--- config.mk ---
export PLATFORM = sky130hd
export DESIGN_NAME = ov7670_sensor_emulator
export DESIGN_NICKNAME = d
export VERILOG_FILES = /design/src/rtl/ov7670_pkg.sv /design/src/rtl/ov7670_tx_timing.sv /design/src/rtl/ov7670_sensor_emulator.sv
export SDC_FILE = /design/constraint.sdc
export NUM_CORES = 1
export LEC_CHECK = 0
export BUFFER_PORTS_ARGS = -buffer_cell sky130_fd_sc_hd__clkbuf_2
export CORE_MARGIN = 2
export CORE_UTILIZATION = 50
export CTS_CLUSTER_SIZE = 28
export DETAILED_ROUTE_END_ITERATION = 12
export MAX_ROUTING_LAYER = met4
export PLACE_DENSITY = 0.73
export SLEW_MARGIN = 20
export SYNTH_ARGS = -nofsm -noshare
export SYNTH_HDL_FRONTEND = slang
export SYNTH_SLANG_ARGS = --single-unit
--- constraint.sdc ---
create_clock -name i_clk -period 3.1 [get_ports i_clk]
set_input_delay 0.465 -clock i_clk [delete_from_list [all_inputs] [get_ports i_clk]]
set_output_delay 0.465 -clock i_clk [all_outputs]
set_load 0.1 [all_outputs]
--- src/rtl/ov7670_pkg.sv ---
// rtl/ov7670_pkg.sv - shared state encoding, default timing and RGB565 byte split for the OV7670 emulator
package ov7670_pkg;

    typedef enum logic [2:0] {
        ST_IDLE    = 3'd0,
        ST_VSYNC   = 3'd1,
        ST_V_BACK  = 3'd2,
        ST_ACTIVE  = 3'd3,
        ST_V_FRONT = 3'd4
    } state_t;

    localparam int DEF_H_BLANK  = 144;
    localparam int DEF_VS_LINES = 3;
    localparam int DEF_V_BACK   = 17;
    localparam int DEF_V_FRONT  = 10;

    // Camera sends the high byte {R,G[5:3]} first, then {G[2:0],B}.
    function automatic logic [7:0] rgb565_byte(input logic [15:0] px, input logic second);
        return second ? px[7:0] : px[15:8];
    endfunction

endpackage

--- src/rtl/ov7670_tx_timing.sv ---
// rtl/ov7670_tx_timing.sv - PCLK phase, tick and line counters with line-end and fetch-point strobes
module ov7670_tx_timing #(
    parameter int H_WIDTH = 320,
    parameter int H_BLANK = 144,
    parameter int HCW     = 10,
    parameter int LCW     = 8
) (
    input  logic           clk,
    input  logic           reset,
    input  logic           run,
    input  logic           line_clr,
    output logic           phase,
    output logic [HCW-1:0] h_cnt,
    output logic [LCW-1:0] line_cnt,
    output logic           tick_end,
    output logic           line_end,
    output logic           pix_fetch,
    output logic           line_fetch
);
    localparam int LAST = 2*H_WIDTH + H_BLANK - 1;

    always_ff @(posedge clk) begin
        if (reset) begin
            phase    <= 1'b0;
            h_cnt    <= '0;
            line_cnt <= '0;
        end else begin
            phase <= ~phase;
            if (!run) begin
                h_cnt    <= '0;
                line_cnt <= '0;
            end else begin
                if (phase)
                    h_cnt <= (h_cnt == HCW'(LAST)) ? '0 : h_cnt + 1'b1;
                if (line_clr)
                    line_cnt <= '0;
                else if (line_end)
                    line_cnt <= line_cnt + 1'b1;
            end
        end
    end

    // Strobes mark the last (phase-1) cycle of a tick, so registered outputs land on the falling PCLK.
    assign tick_end   = phase;
    assign line_end   = phase && (h_cnt == HCW'(LAST));
    assign pix_fetch  = phase && !h_cnt[0] && (h_cnt <= HCW'(2*H_WIDTH - 4));
    assign line_fetch = phase && (h_cnt == HCW'(LAST - 1));

endmodule

--- src/rtl/ov7670_sensor_emulator.sv ---
// rtl/ov7670_sensor_emulator.sv - OV7670 camera-side emulator driving QVGA RGB565 from a frame BRAM
module ov7670_sensor_emulator
    import ov7670_pkg::*;
#(
    parameter int DATA_WIDTH = 8,
    parameter int H_WIDTH    = 320,
    parameter int V_WIDTH    = 240,
    parameter int R_WIDTH    = 5,
    parameter int G_WIDTH    = 6,
    parameter int B_WIDTH    = 5,
    parameter int PXL_WIDTH  = R_WIDTH + G_WIDTH + B_WIDTH,
    parameter int H_BLANK    = DEF_H_BLANK,
    parameter int VS_LINES   = DEF_VS_LINES,
    parameter int V_BACK     = DEF_V_BACK,
    parameter int V_FRONT    = DEF_V_FRONT
) (
    input  logic                      i_clk,
    input  logic                      i_reset,
    input  logic                      i_enable,
    output logic [2:0]                o_present_state,
    output logic                      o_frame_done,
    output logic                      o_PCLK,
    output logic                      o_VS,
    output logic                      o_HS,
    output logic [DATA_WIDTH-1:0]     o_DATA,
    output logic                      o_rd_en,
    output logic [$clog2(H_WIDTH):0]  o_h_addr,
    output logic [$clog2(V_WIDTH):0]  o_v_addr,
    input  logic [PXL_WIDTH-1:0]      i_pixel_data
);
    localparam int LINE_TICKS = 2*H_WIDTH + H_BLANK;
    localparam int HCW = $clog2(LINE_TICKS);
    localparam int LCW = $clog2(VS_LINES + V_BACK + V_WIDTH + V_FRONT);
    localparam int HAW = $clog2(H_WIDTH) + 1;
    localparam int VAW = $clog2(V_WIDTH) + 1;

    state_t         state, state_n;
    logic           phase, tick_end, line_end, pix_fetch, line_fetch;
    logic [HCW-1:0] h_cnt, h_nxt;
    logic [LCW-1:0] line_cnt;
    logic [7:0]     lo_byte;
    logic [15:0]    px;

    assign px = 16'(i_pixel_data);

    ov7670_tx_timing #(
        .H_WIDTH (H_WIDTH),
        .H_BLANK (H_BLANK),
        .HCW     (HCW),
        .LCW     (LCW)
    ) u_timing (
        .clk        (i_clk),
        .reset      (i_reset),
        .run        (state != ST_IDLE),
        .line_clr   (state_n != state),
        .phase      (phase),
        .h_cnt      (h_cnt),
        .line_cnt   (line_cnt),
        .tick_end   (tick_end),
        .line_end   (line_end),
        .pix_fetch  (pix_fetch),
        .line_fetch (line_fetch)
    );

    always_comb begin
        state_n = state;
        h_nxt   = (h_cnt == HCW'(LINE_TICKS - 1)) ? '0 : h_cnt + 1'b1;
        case (state)
            ST_IDLE:    if (tick_end && i_enable) state_n = ST_VSYNC;
            ST_VSYNC:   if (line_end && line_cnt == LCW'(VS_LINES - 1)) state_n = ST_V_BACK;
            ST_V_BACK:  if (line_end && line_cnt == LCW'(V_BACK - 1))   state_n = ST_ACTIVE;
            ST_ACTIVE:  if (line_end && line_cnt == LCW'(V_WIDTH - 1))  state_n = ST_V_FRONT;
            ST_V_FRONT: if (line_end && line_cnt == LCW'(V_FRONT - 1))
                            state_n = i_enable ? ST_VSYNC : ST_IDLE;
            default:    state_n = ST_IDLE;
        endcase
    end

    // All pin outputs are computed for the upcoming tick and registered at its falling PCLK.
    always_ff @(posedge i_clk) begin
        if (i_reset) begin
            state        <= ST_IDLE;
            o_VS         <= 1'b0;
            o_HS         <= 1'b0;
            o_DATA       <= '0;
            o_rd_en      <= 1'b0;
            o_h_addr     <= '0;
            o_v_addr     <= '0;
            o_frame_done <= 1'b0;
            lo_byte      <= '0;
        end else begin
            o_rd_en      <= 1'b0;
            o_frame_done <= 1'b0;
            if (tick_end) begin
                state        <= state_n;
                o_VS         <= (state_n == ST_VSYNC);
                o_frame_done <= (state == ST_V_FRONT) && (state_n != ST_V_FRONT);
                if (state_n == ST_ACTIVE && h_nxt < HCW'(2*H_WIDTH)) begin
                    o_HS <= 1'b1;
                    if (h_nxt[0]) begin
                        o_DATA <= DATA_WIDTH'(lo_byte);
                    end else begin
                        o_DATA  <= DATA_WIDTH'(rgb565_byte(px, 1'b0));
                        lo_byte <= rgb565_byte(px, 1'b1);
                    end
                end else begin
                    o_HS   <= 1'b0;
                    o_DATA <= '0;
                end
                // Pixel 0 of a row is fetched in the last tick of the preceding line.
                if (state == ST_ACTIVE && pix_fetch) begin
                    o_rd_en  <= 1'b1;
                    o_h_addr <= HAW'(h_cnt[HCW-1:1]) + 1'b1;
                    o_v_addr <= VAW'(line_cnt);
                end else if (line_fetch &&
                             ((state == ST_V_BACK && line_cnt == LCW'(V_BACK - 1)) ||
                              (state == ST_ACTIVE && line_cnt != LCW'(V_WIDTH - 1)))) begin
                    o_rd_en  <= 1'b1;
                    o_h_addr <= '0;
                    o_v_addr <= (state == ST_ACTIVE) ? VAW'(line_cnt) + 1'b1 : '0;
                end
            end
        end
    end

    assign o_PCLK          = phase;
    assign o_present_state = state;

endmodule

== After elaboration in Yosys (flattened, before gate mapping) ==
Index checks and enable logic that the tools add are counted.
Storage, ports and cells
  logic and storage cells: 78
  memory bits (writable): 0
  bits in latches: 0
  memories: 0
  input port bits: 19
  register bits after elaboration: 62
  bits in read-only memories: 0
Operators by class
  divide/modulo/power cells: 0
  muxes and demuxes: 18
  multiply operators: 0
  shift-type cells: 0
  reductions and logical operators: 25
  equality and inequality tests: 15
  order comparisons: 2
  bitwise logic cells: 3
  add/sub/neg operators: 3
Operators by type and width (count)
  two-way mux 10 bit: 3
  two-way mux 9 bit: 3
  equality test 10 bit, second input constant: 2
  two-way mux 8 bit: 2
  logical AND 1 bit: 15
  two-way mux 3 bit: 5
  case mux 3 bit (5 select lines): 1
  adder 10 x 1 -> 10 bit, second input constant: 1
  adder 9 x 1 -> 10 bit, second input constant: 1
  less-or-equal comparator 10 bit, second input constant: 1
  less-than comparator 10 bit, second input constant: 1
  adder 9 x 1 -> 9 bit, second input constant: 1
  equality test 3 x 2 -> 1 bit, second input constant: 3
  equality test 9 x 2 -> 1 bit, second input constant: 1
  equality test 9 x 4 -> 1 bit, second input constant: 1
  equality test 9 x 5 -> 1 bit, second input constant: 1
  equality test 9 x 8 -> 1 bit, second input constant: 1
  inequality test 9 x 8 -> 1 bit, second input constant: 1
  equality test 3 x 1 -> 1 bit, second input constant: 2
  two-way mux 1 bit: 4
  OR reduction 2 bit: 2
  equality test 3 bit, second input constant: 1
  zero test 3 bit: 1
  inequality test 3 bit: 1
  other kinds (9): 11

== Depth between registers and ports, before layout ==
Gate-level depths: netlist of run 1.
  word-level depth: 8
  gate-level depth with buffers: 11
  depth with buffers taken out: 9

== Cells and area by module ==
Synthesis of run 1 repeated with hierarchy kept, for this count alone.
Second synthesis, totals
  cell total of the unflattened synthesis: 381
  area total of the unflattened synthesis: 3294.4 µm²
Modules (own cells, without submodules)
  ov7670_sensor_emulator: area each 2297.2 µm², cells each 269, seq. area each 840.8 µm², instances 1
  ov7670_tx_timing: area each 997.2 µm², cells each 112, seq. area each 400.4 µm², instances 1

== Worst setup path before layout of run 1 ==
Ideal clock, no wire load.
  path type: register -> register
  start point: register u_timing.phase
  end point: register o_DATA[0]
  buffers on the path: 2
  arrival: 2753 ps
  setup slack: 279 ps
  period minus slack after synthesis: 2821 ps
  cell stages (with the launch flop): 10
  cells stage by stage: dfxtp_1 nand4_1 nor3_4 buf_6 nand4_4 o22ai_4 nand4_2 or2_1 buf_6 o21ai_2
Between the ends
  longest elaborated chain between the ends: 7
Ends and longest elaborated chain
  start, declared: line ov7670_tx_timing.sv:12  | output logic phase,
  start signal, assigned: line ov7670_tx_timing.sv:28  | phase <= ~phase;
  logical AND 1 bit: line ov7670_tx_timing.sv:45  | assign line_end = phase && (h_cnt == HCW'(LAST));
  logical AND 1 bit, on equally long branches
  two-way mux 3 bit, on equally long branches
  case mux 3 bit (5 select lines): line ov7670_sensor_emulator.sv:68  | case (state)
  equality test 3 x 2 -> 1 bit: line ov7670_sensor_emulator.sv:98  | if (state_n == ST_ACTIVE && h_nxt < HCW'(2*H_WIDTH)) begin
  logical AND 1 bit: line ov7670_sensor_emulator.sv:98
  two-way mux 8 bit: line ov7670_sensor_emulator.sv:98
  end signal, assigned: line ov7670_sensor_emulator.sv:101  | o_DATA <= DATA_WIDTH'(lo_byte);
  end signal, assigned: line ov7670_sensor_emulator.sv:103  | o_DATA <= DATA_WIDTH'(rgb565_byte(px, 1'b0));
  end, declared: line ov7670_sensor_emulator.sv:25  | output logic [DATA_WIDTH-1:0] o_DATA,
Parallel ways exist; a longest one is shown, timed or not.
A chain may end at the register's enable or synchronous reset.

== Final worst setup path of run 1 ==
  start point: register u_timing.h_cnt[0]
  end point: register o_DATA[1]
Between the ends
  longest elaborated chain between the ends: 8
Ends and longest elaborated chain
  start, declared: line ov7670_tx_timing.sv:13  | output logic [HCW-1:0] h_cnt,
  start signal, assigned: line ov7670_tx_timing.sv:34  | h_cnt <= (h_cnt == HCW'(LAST)) ? '0 : h_cnt + 1'b1;
  branches (longest 7 deep; another with adder 10 x 1 -> 10 bit)
  two-way mux 8 bit (*): line ov7670_sensor_emulator.sv:98
Mark *: on every way between the ends.

==> results of run 1 <==
==> cell usage after synthesis, types with 2 or more instances <==
library cell and instances:
buf_6 4, dfxtp_1 62, nand3_1 13, buf_2 2
ha_1 8, a22oi_1 10, mux2i_1 16, xnor2_1 8
nor2_1 59, xor2_1 17, nand2b_1 19, o2111ai_1 2
o21ai_0 12, a311oi_1 3, inv_1 7, or2_2 2
a31oi_1 4, o21ai_2 8, nor3_1 6, and3_1 9
nor3b_1 4, clkbuf_1 21, nand4_1 5, o311ai_0 4
or3_1 2, a211oi_1 4, nand2_1 39, nor4_1 3
a21oi_1 9
==> area by class of cell <==
cell class / count / share of cell area (%)
tap: 77 / 2.58
timing repair buffer: 59 / 8.31
sequential: 62 / 33.3
multi-input combinational: 289 / 49.5
clock inverter: 5 / 1.54
clock buffer: 11 / 4.06
inverter: 7 / 0.704
==> report_power, final <==
group / switching (µW) / internal [µW] / total, µW
clock: 319 / 413 / 732
sequential: 4.83 / 799 / 804
combinational: 60.5 / 27.9 / 88.4
total: 384 / 1240 / 1620
==> worst min path at each step <==
stage                     from          to  slack, ns  cells past startpoint
3_3_place_gp         o_DATA[2]   o_DATA[2]       0.44                      2
2_1_floorplan       lo_byte[0]  lo_byte[0]       0.45                      2
4_1_cts        i_pixel_data[4]  lo_byte[4]       0.37                      3
3_5_place_dp              o_HS        o_HS       0.44                      2
6_report       i_pixel_data[7]  lo_byte[7]       0.38                      3
5_1_grt        i_pixel_data[0]  lo_byte[0]       0.37                      3
==> worst max-delay path, cell delays in order, from the launching register on <==
cell     delay, ns
dfxtp_1       0.45
ha_1          0.25
nand4_1       0.32
nor3_4        0.39
a41o_1        0.27
nand4_1       0.14
nand4_2       0.16
or2_1         0.44
o21ai_2       0.11
==> metrics by stage <==
stage | hold WS [ns] | cell area (µm²) | instances
finish | 0.384 | 3730 | 510
global route | 0.373 | 3730 | 510
CTS | 0.369 | 3730 | 510
detailed placement | 0.439 | 3520 | 494
global placement | 0.436 | 3520 | 494
floorplan | 0.448 | 3250 | 385
==> flip-flops by register name (all words and copies together), names as in the netlist, 3 cells and up <==
signal	cells
o_h_addr	10
u_timing.h_cnt	10
u_timing.line_cnt	9
lo_byte	8
o_present_state	3
o_v_addr	9
o_DATA	8
==> layer usage <==
| metal | up-vias | GRT usage (%) |
|---|---|---|
| li1 | 1424 | - |
| met1 | 1335 | 28.6 |
| met2 | 87 | 33.8 |
| met3 | 10 | 5.41 |
| met4 | 0 | 7.50 |
| met5 | - | - |
==> cell families (layout without fill, tap and decap cells) <==
logic type      after synthesis  count (layout)  share of synthesized area (%)
flops                        62              62                           38.2
compound gates               68              68                           15.5
xor+xnor                     25              25                           6.74
buf+inv                      34              82                           4.93
simple gates                172             172                           26.7
fa+ha+maj                     8               8                           3.08
mux                          16              16                           4.93
==> metrics.md, run 1 <==
| Metric | Value |
|---|---|
| Status | finished, final reports clean |
| Reg2reg end | o_DATA[1] |
| Finish-stage setup viols | 0 |
| WL met1 | 3440 µm |
| First-pass GRT wire length | 12500 µm |
| Vias in the first global route | 2698 |
| Grt total ovfl | 0 |
| Max Cap Violations | 0 |
| Final slew viol count | 0 |
| Place WS | 0.481 ns |
| Die width | 84.6 µm |
| Max-slew headroom | 57.7% |
| Die Ht | 84.6 µm |
| Pin count of the biggest net entering global routing | 27 |
| Initial DRC Count | 188 |
| Count of input and output buffers | 53 |
| Layout area overhead | 14.8% |
| Synthesis-stage register bit count | 62 |
| Clk buf depth | 2 |
| PostCTS Resize Cnt | 0 |
| CTS tree | built |
| Share of layout cells above drive strength 1 | 21.7% |
| Die area | 7160 µm² |
| HPWL after DPL | 5410 µm |
| Met3 WL | 431 µm |
| Fillers | 599 |
| Register-to-Register Path Depth | 8 |
| Setup slack, reg-to-reg | 0.45 ns |
| Critical path type | flop to flop |
| Fin. Hold Viols | 0 |
| Clock Sinks | 62 |
| Pleak | 0.00147 µW |
| PnR worst setup slack | 0.454 ns |
| Gr usage total | 22.1% |
| Final ANT Viol Nets | 0 |
| RSZ-0062 raised after global routing | no |
| CP max FO | 9 |
| DRT Pass-1 Iters | 4 |
| Slew @ Worst Pin | 0.633 ns |
| Starting Density | 51.5% |
| Asr flop ratio synth | 0% |
| Min cycle time layout | 2.65 ns |
| CP Launch Type | flop |
| Post-route DRC | 0 |
| Yosys top cell area share | 38.2% |
| Worst Skew | 0.0118 ns |
| CP arrival | 2.85 ns |
| Dominant cell type by area after synthesis | dfxtp_1 |
| Initial antenna violation count | 0 |
| H-tree depth | 3 |
| Syn_nets | 412 |
| Max Freq | 0.378 GHz |
| Worst Setup End Kind | flop |
| Diodes inserted | 0 |
| TNS Setup | 0 ns |
| # Post-CTS Setup Buffers | 0 |
| Final nets | 455 |
| Critical Path Sink | o_DATA[1] |
| Clock slew seen by the registers of the worst setup and hold paths | 0.07 ns |
| Met2 WL | 3490 µm |
| Startpoint of the worst-slack reg-to-reg timing path | u_timing.h_cnt[0] |
| Post-synth EDFFs | 0 |
| GP Congestion | 0.933 |
| Max IR drop VDD | 0.285 mV |
| Total CTS buffers | 9 |
| Final period util | 85.4% |
| Cts hold-fix bufs | 0 |
| Top FF cell, synth | dfxtp_1 |
| Sequential share of the synthesized area | 38.2% |
| Root buf cell | clkbuf_8 |
| Post-DR vias/cell | 5.60 |
| Avg WL per Cell | 14.6 µm |
| Total Power | 1620 µW |
| Core footprint | 6310 µm² |
| Num ports | 54 |
| Multi-input gate area | 1850 µm² |
| Worst Setup SP | u_timing.h_cnt[0] |
| Power per cell area | 435 nW/µm² |
| DR vias | 2856 |
| Storage cell area | 1240 µm² |
| Site row count | 29 |
| Final WL | 7460 µm |
| Final core utilization | 59.1% |
| Worst hold path type | input pin to flop |
| Dominant cells by area after synthesis | dfxtp_1 38%, nor2_1 6.8%, mux2i_1 4.9%, xor2_1 4.6%, nand2_1 4.5% |
| Gate Count Post-Synth | 385 |
| Synth Cell Area | 3250 µm² |
| CP required | 3.31 ns |
| Leading cell type in the layout, fill and taps excluded | dfxtp_1 |
| Top Layer Used | met4 |
| Worst-Skew Late Latency | 0.34 ns |
| Distinct cells, synth | 52 |
| Synthesis Warnings | 0 |
| Mapped Avg Cell Area | 8.44 µm² |
| Most frequent cells in the layout | 62 x dfxtp_1, 59 x nor2_1, 53 x clkbuf_2 |
Note: power is estimated with default switching activity, not from simulation.
==> run 2: changes to the inputs <==
- ABC_AREA: unset -> 1
- PLACE_DENSITY: 0.73 -> 0.72
==> run 2 against run 1 <==
Against the previous run: combinational power is 3.1% lower; non-clock buffer count is 2 lower; critical endpoint is now o_v_addr[4]; clock skew is 0.0070 ns lower; highest routed layer unchanged; critical path type unchanged; register-to-register slack better by 0.17 ns.
==> metrics.md, run 2 <==
| Metric | Value |
|---|---|
| Max IR drop VDD | 0.316 mV |
| Sequential share of the synthesized area | 34.6% |
| Biggest registers after layout | o_h_addr: 10 flops, u_timing.h_cnt: 10 flops |
| Num ports | 54 |
| Synthesis-stage register bit count | 62 |
| Root buf cell | clkbuf_8 |
| Min cycle time layout | 2.47 ns |
| Power per cell area | 413 nW/µm² |
| Finish-stage setup viols | 0 |
| Count of input and output buffers | 53 |
| H-tree depth | 3 |
| Worst Setup End Kind | flop |
| DR vias | 3322 |
| Cts hold-fix bufs | 0 |
| Gr usage total | 23.7% |
| Pin count of the biggest net entering global routing | 26 |
| Gate Count Post-Synth | 514 |
| Diodes inserted | 0 |
| Core footprint | 6870 µm² |
| Cell with the most instances after synthesis | nand2_1 |
| Setup slack, reg-to-reg | 0.63 ns |
| Syn_nets | 541 |
| Clk buf depth | 2 |
| Grt total ovfl | 0 |
| Yosys top cell area share | 34.6% |
| Final WL | 8440 µm |
| Worst Skew | 0.00475 ns |
| CP Launch Type | flop |
| Starting Density | 52.1% |
| Layout area overhead | 15.5% |
| Critical path type | flop to flop |
| Placed Cells | 650 |
| Hold depth | 5 |
| Vias in the first global route | 2993 |
| Worst hold path type | input pin to flop |
| Clock slew seen by the registers of the worst setup and hold paths | 0.07 ns |
| Dominant cells by area after synthesis | dfxtp_1 35%, nand2_1 13%, inv_1 6.6%, nor2_1 5.9%, o21ai_0 4.8% |
| Fin. Hold Viols | 0 |
| Final nets | 592 |
| Status | finished, final reports clean |
| Initial antenna violation count | 0 |
| Die area | 7860 µm² |
| Site row count | 30 |
| Mapped Avg Cell Area | 6.97 µm² |
| Clock Sinks | 62 |
| Synthesis Warnings | 0 |
| Distinct cells, synth | 37 |
| Max Freq | 0.404 GHz |
| Final period util | 79.8% |
| Total CTS buffers | 9 |
| GP Congestion | 0.911 |
| PostCTS Resize Cnt | 0 |
| Max-slew headroom | 49.3% |
| Post-route DRC | 0 |
| Avg WL per Cell | 12.7 µm |
| RSZ-0062 raised after global routing | no |
| Final hold slack | 0.445 ns |
| First-pass GRT wire length | 14100 µm |
| Worst path top cell family by delay | simple AND/OR/NAND/NOR gates |
| Final cell count without fillers | 666 |
| Share of layout cells above drive strength 1 | 22.1% |
| # Post-CTS Setup Buffers | 0 |
| HPWL after DPL | 6250 µm |
| Leading cell type in the layout, fill and taps excluded | nand2_1 |
| CP max stage cell | clkinv_1 |
| Register-to-Register Path Depth | 9 |
| Post-DR vias/cell | 4.99 |
| DRT Pass-1 Iters | 4 |
| Post-synth EDFFs | 0 |
| Final slew viol count | 0 |
| Die width | 88.6 µm |
| TNS Setup | 0 ns |
| Asr flop ratio synth | 0% |
| CP required | 3.33 ns |
| Post-synth top cells | 122 x nand2_1, 63 x inv_1, 62 x dfxtp_1, 56 x nor2_1, 34 x o21ai_0 |
| CTS tree | built |
| Synth Cell Area | 3580 µm² |
| Top FF cell, synth | dfxtp_1 |
| Slew @ Worst Pin | 0.759 ns |
| Dominant cell type by area after synthesis | dfxtp_1 |
| Slowest stage delay, CP | 0.53 ns |
| CP max FO | 18 |
| Most frequent cells in the layout | 122 x nand2_1, 63 x inv_1, 62 x dfxtp_1 |
| Pleak | 0.00188 µW |
| WP buf/inv | 2 |
| Critical path depth | 9 |
| Max Cap Violations | 0 |
| Initial DRC Count | 184 |
| Final ANT Viol Nets | 0 |
| CP cell instances | inv_1, nor2_1, nand3_2, nor3_1, nand2_1, nand2_1, clkinv_1, a21oi_1, a21oi_1 |
| CP arrival | 2.70 ns |
| Worst-Skew Late Latency | 0.34 ns |
| Die Ht | 88.6 µm |
-- run 2: logic make-up after synthesis --
group,synth area share (%)
AO/OA/AOI/OAI,11.9
multiplexers,0.279
XOR/XNOR,3.42
buffers and inverters,10.0
adder cells (fa/ha/maj),2.79
AND/OR/NAND/NOR,36.9
flip-flops,34.6
-- run 2: worst reg2reg max path: stages, from the launching register on --
cell and delay, ns:
dfxtp_1 0.47, inv_1 0.13, nor2_1 0.15, nand3_2 0.16
nor3_1 0.17, nand2_1 0.08, nand2_1 0.29, clkinv_1 0.53
a21oi_1 0.29, a21oi_1 0.09
-- run 2: layer usage --
| metal | share of wire (%) | vias up | track usage, % |
|---|---|---|---|
| li1 | - | 1737 | - |
| met1 | 49 | 1499 | 32.3 |
| met2 | 45 | 78 | 34.7 |
| met3 | 5.5 | 8 | 5.88 |
| met4 | 0.87 | 0 | 6.61 |
| met5 | 0 | - | - |
-- run 2: power breakdown --
group          internal, µW  switching [µW]  total, µW
Combinational          23.7            61.9       85.7
Sequential              799            5.49        804
Clock                   496             324        820
-- run 2: final timing paths --
kind	start	end
worst max-delay path	u_timing.h_cnt[8]	o_v_addr[4]
worst min register to register	o_DATA[3]	o_DATA[3]
worst max register to register	u_timing.h_cnt[8]	o_v_addr[4]
worst min-delay path	i_pixel_data[0]	lo_byte[0]
-- run 2: metrics by stage --
step	area [µm²]	worst slack (ns)	util, %	total power, µW
floorplan	3580	0.508	-	880
global placement	3900	0.728	56.8	907
detailed placement	3900	0.680	56.8	908
CTS	4140	0.670	60.2	1730
global route	4140	0.284	60.2	1770
finish	4140	0.626	60.2	1710
-- run 2: cell type report --
class	instances	area, µm²
inverters	70	265
clock inverters	5	81.3
multi-input cells	365	1980
clock buffers	11	151
repair buffers	57	295
fillers	652	2730
flip-flops and latches	62	1240
well taps	96	120
==> run 3: changes to the inputs <==
- ABC_AREA: 1 -> 0
- PLACE_DENSITY: 0.72 -> 0.73
- clock period: 3.1 -> 2.3 ns (I/O delays scaled with it)
==> run 3 against run 2 <==
Against the previous run: the run now ends with setup timing left; total power is 31% higher; critical path type unchanged; hold slack got worse by 0.20 ns; via count is 7.6% lower; clock-buffer cell count up 2; cell count down 17%.
==> metrics.md, run 3 (same netlist as run 1, synthesis figures left out) <==
| Metric | Value |
|---|---|
| Count of input and output buffers | 53 |
| CP dominant cell by count | nand4_4 |
| CP arrival | 2.66 ns |
| Post-DR vias/cell | 5.52 |
| Pin count of the biggest net entering global routing | 25 |
| Core footprint | 6310 µm² |
| Worst Skew | 0.00974 ns |
| Starting Density | 51.5% |
| Share of layout cells above drive strength 1 | 32.6% |
| Clk buf depth | 2 |
| WL met1 | 3650 µm |
| CTS tree | built |
| Leading cell type in the layout, fill and taps excluded | nor2_1 |
| Finish-stage setup viols | 8 |
| Initial antenna violation count | 0 |
| Final slew viol count | 0 |
| Post-route DRC | 0 |
| Biggest registers after layout | o_h_addr: 10 flops, u_timing.h_cnt: 10 flops |
| First-pass GRT wire length | 13600 µm |
| Top Layer Used | met4 |
| Final period util | 104% |
| Num ports | 54 |
| Worst Setup End Kind | flop |
| Gr usage total | 24.4% |
| Total Power | 2240 µW |
| Final nets | 501 |
| Most frequent cells in the layout | 58 x nor2_1, 57 x dfxtp_1, 53 x clkbuf_2 |
| Fin. Hold Viols | 0 |
| PnR worst setup slack | -0.0996 ns |
| Initial DRC Count | 200 |
| Clock Sinks | 62 |
| WP buf/inv | 2 |
| Pleak | 0.00175 µW |
| CP max stage cell | or4b_4 |
| Vias in the first global route | 2914 |
| Layout area overhead | 28.9% |
| DR vias | 3069 |
| HPWL after DPL | 6210 µm |
| Die area | 7160 µm² |
| Diodes inserted | 0 |
| Avg WL per Cell | 15.2 µm |
| GP Congestion | 0.905 |
| Worst hold path type | input pin to flop |
| TNS Setup | -0.388 ns |
| Slowest stage delay, CP | 0.59 ns |
| Die Ht | 84.6 µm |
| Final ANT Viol Nets | 0 |
| Final cell count without fillers | 556 |
| Total CTS buffers | 9 |
| RSZ-0062 raised after global routing | yes |
| Max IR drop VDD | 0.593 mV |
| Final WL | 8420 µm |
| Root buf cell | clkbuf_8 |
| Placed Cells | 536 |
| Power per cell area | 534 nW/µm² |
| Slew @ Worst Pin | 0.567 ns |
| Critical path type | flop to flop |
| Max-slew headroom | 62.4% |
| CP required | 2.56 ns |
| Met3 WL | 386 µm |
| Clock slew seen by the registers of the worst setup and hold paths | 0.07 ns |
| Site row count | 29 |
| Die width | 84.6 µm |
| Min cycle time layout | 2.40 ns |
| Status | finished, violations left |
| Cts hold-fix bufs | 0 |
| Failing checks | setup timing |
| Grt total ovfl | 0 |
| CP max FO | 8 |
| CP Launch Type | flop |
| Met2 WL | 4160 µm |
| CP cell instances | or4b_4, nor3_4, nand4_4, o22ai_4, nand4_4, buf_6, nor2_4, buf_12, mux2i_2 |
| Worst-Skew Late Latency | 0.34 ns |
| Max Freq | 0.417 GHz |
| DRT Pass-1 Iters | 4 |
| Max Cap Violations | 0 |
| H-tree depth | 3 |
| Worst path top cell family by delay | simple AND/OR/NAND/NOR gates |
## run 3: final timing paths
kind                     start         end  slack [ns]  depth (start not counted)
min reg2reg               o_HS        o_HS        0.44                          2
max reg2reg  u_timing.h_cnt[6]  lo_byte[6]        -0.1                          9
max          u_timing.h_cnt[6]  lo_byte[6]        -0.1                          9
min            i_pixel_data[0]  lo_byte[0]        0.24                          3
## run 3: worst min-delay path, cell delays in order
cell,delay (ns)
clkbuf_2,0.08
nand2b_1,0.06
mux2i_1,0.06
## run 3: cell type report
| class | instances | area [µm²] |
|---|---|---|
| fillers | 530 | 2120 |
| multi-input cells | 289 | 1920 |
| flip-flops and latches | 62 | 1250 |
| repair buffers | 105 | 672 |
| clock buffers | 13 | 179 |
| well taps | 77 | 96.3 |
| clock inverters | 3 | 40.0 |
| inverters | 7 | 26.3 |
## run 3: stage by stage
step	util, %	hold slack, ns	setup WS (ns)	cell area [µm²]
after global placement	61.2	0.433	0.0370	3860
after CTS	65.0	0.238	-0.0332	4100
after detailed placement	61.2	0.436	-0.0314	3860
final	66.4	0.241	-0.0996	4190
after global routing	66.4	0.271	-0.174	4190
after floorplan	-	0.448	-0.0424	3260
## run 3: what timing repair did
action,CTS,global route
pin swaps,2,10
endpoints found under the setup margin,16,41
buffers inserted,0,4
gates resized for setup,4,15
## run 3: routing by layer
metal	GRT usage [%]	vias up
met5	-	-
met4	9.67	0
met3	4.52	21
met2	39.9	84
met1	29.7	1449
li1	-	1515
## run 3: power breakdown
| group | internal [µW] | switching [µW] |
|---|---|---|
| logic | 42.9 | 87.3 |
| registers | 1080 | 5.29 |
| clock network | 615 | 412 |
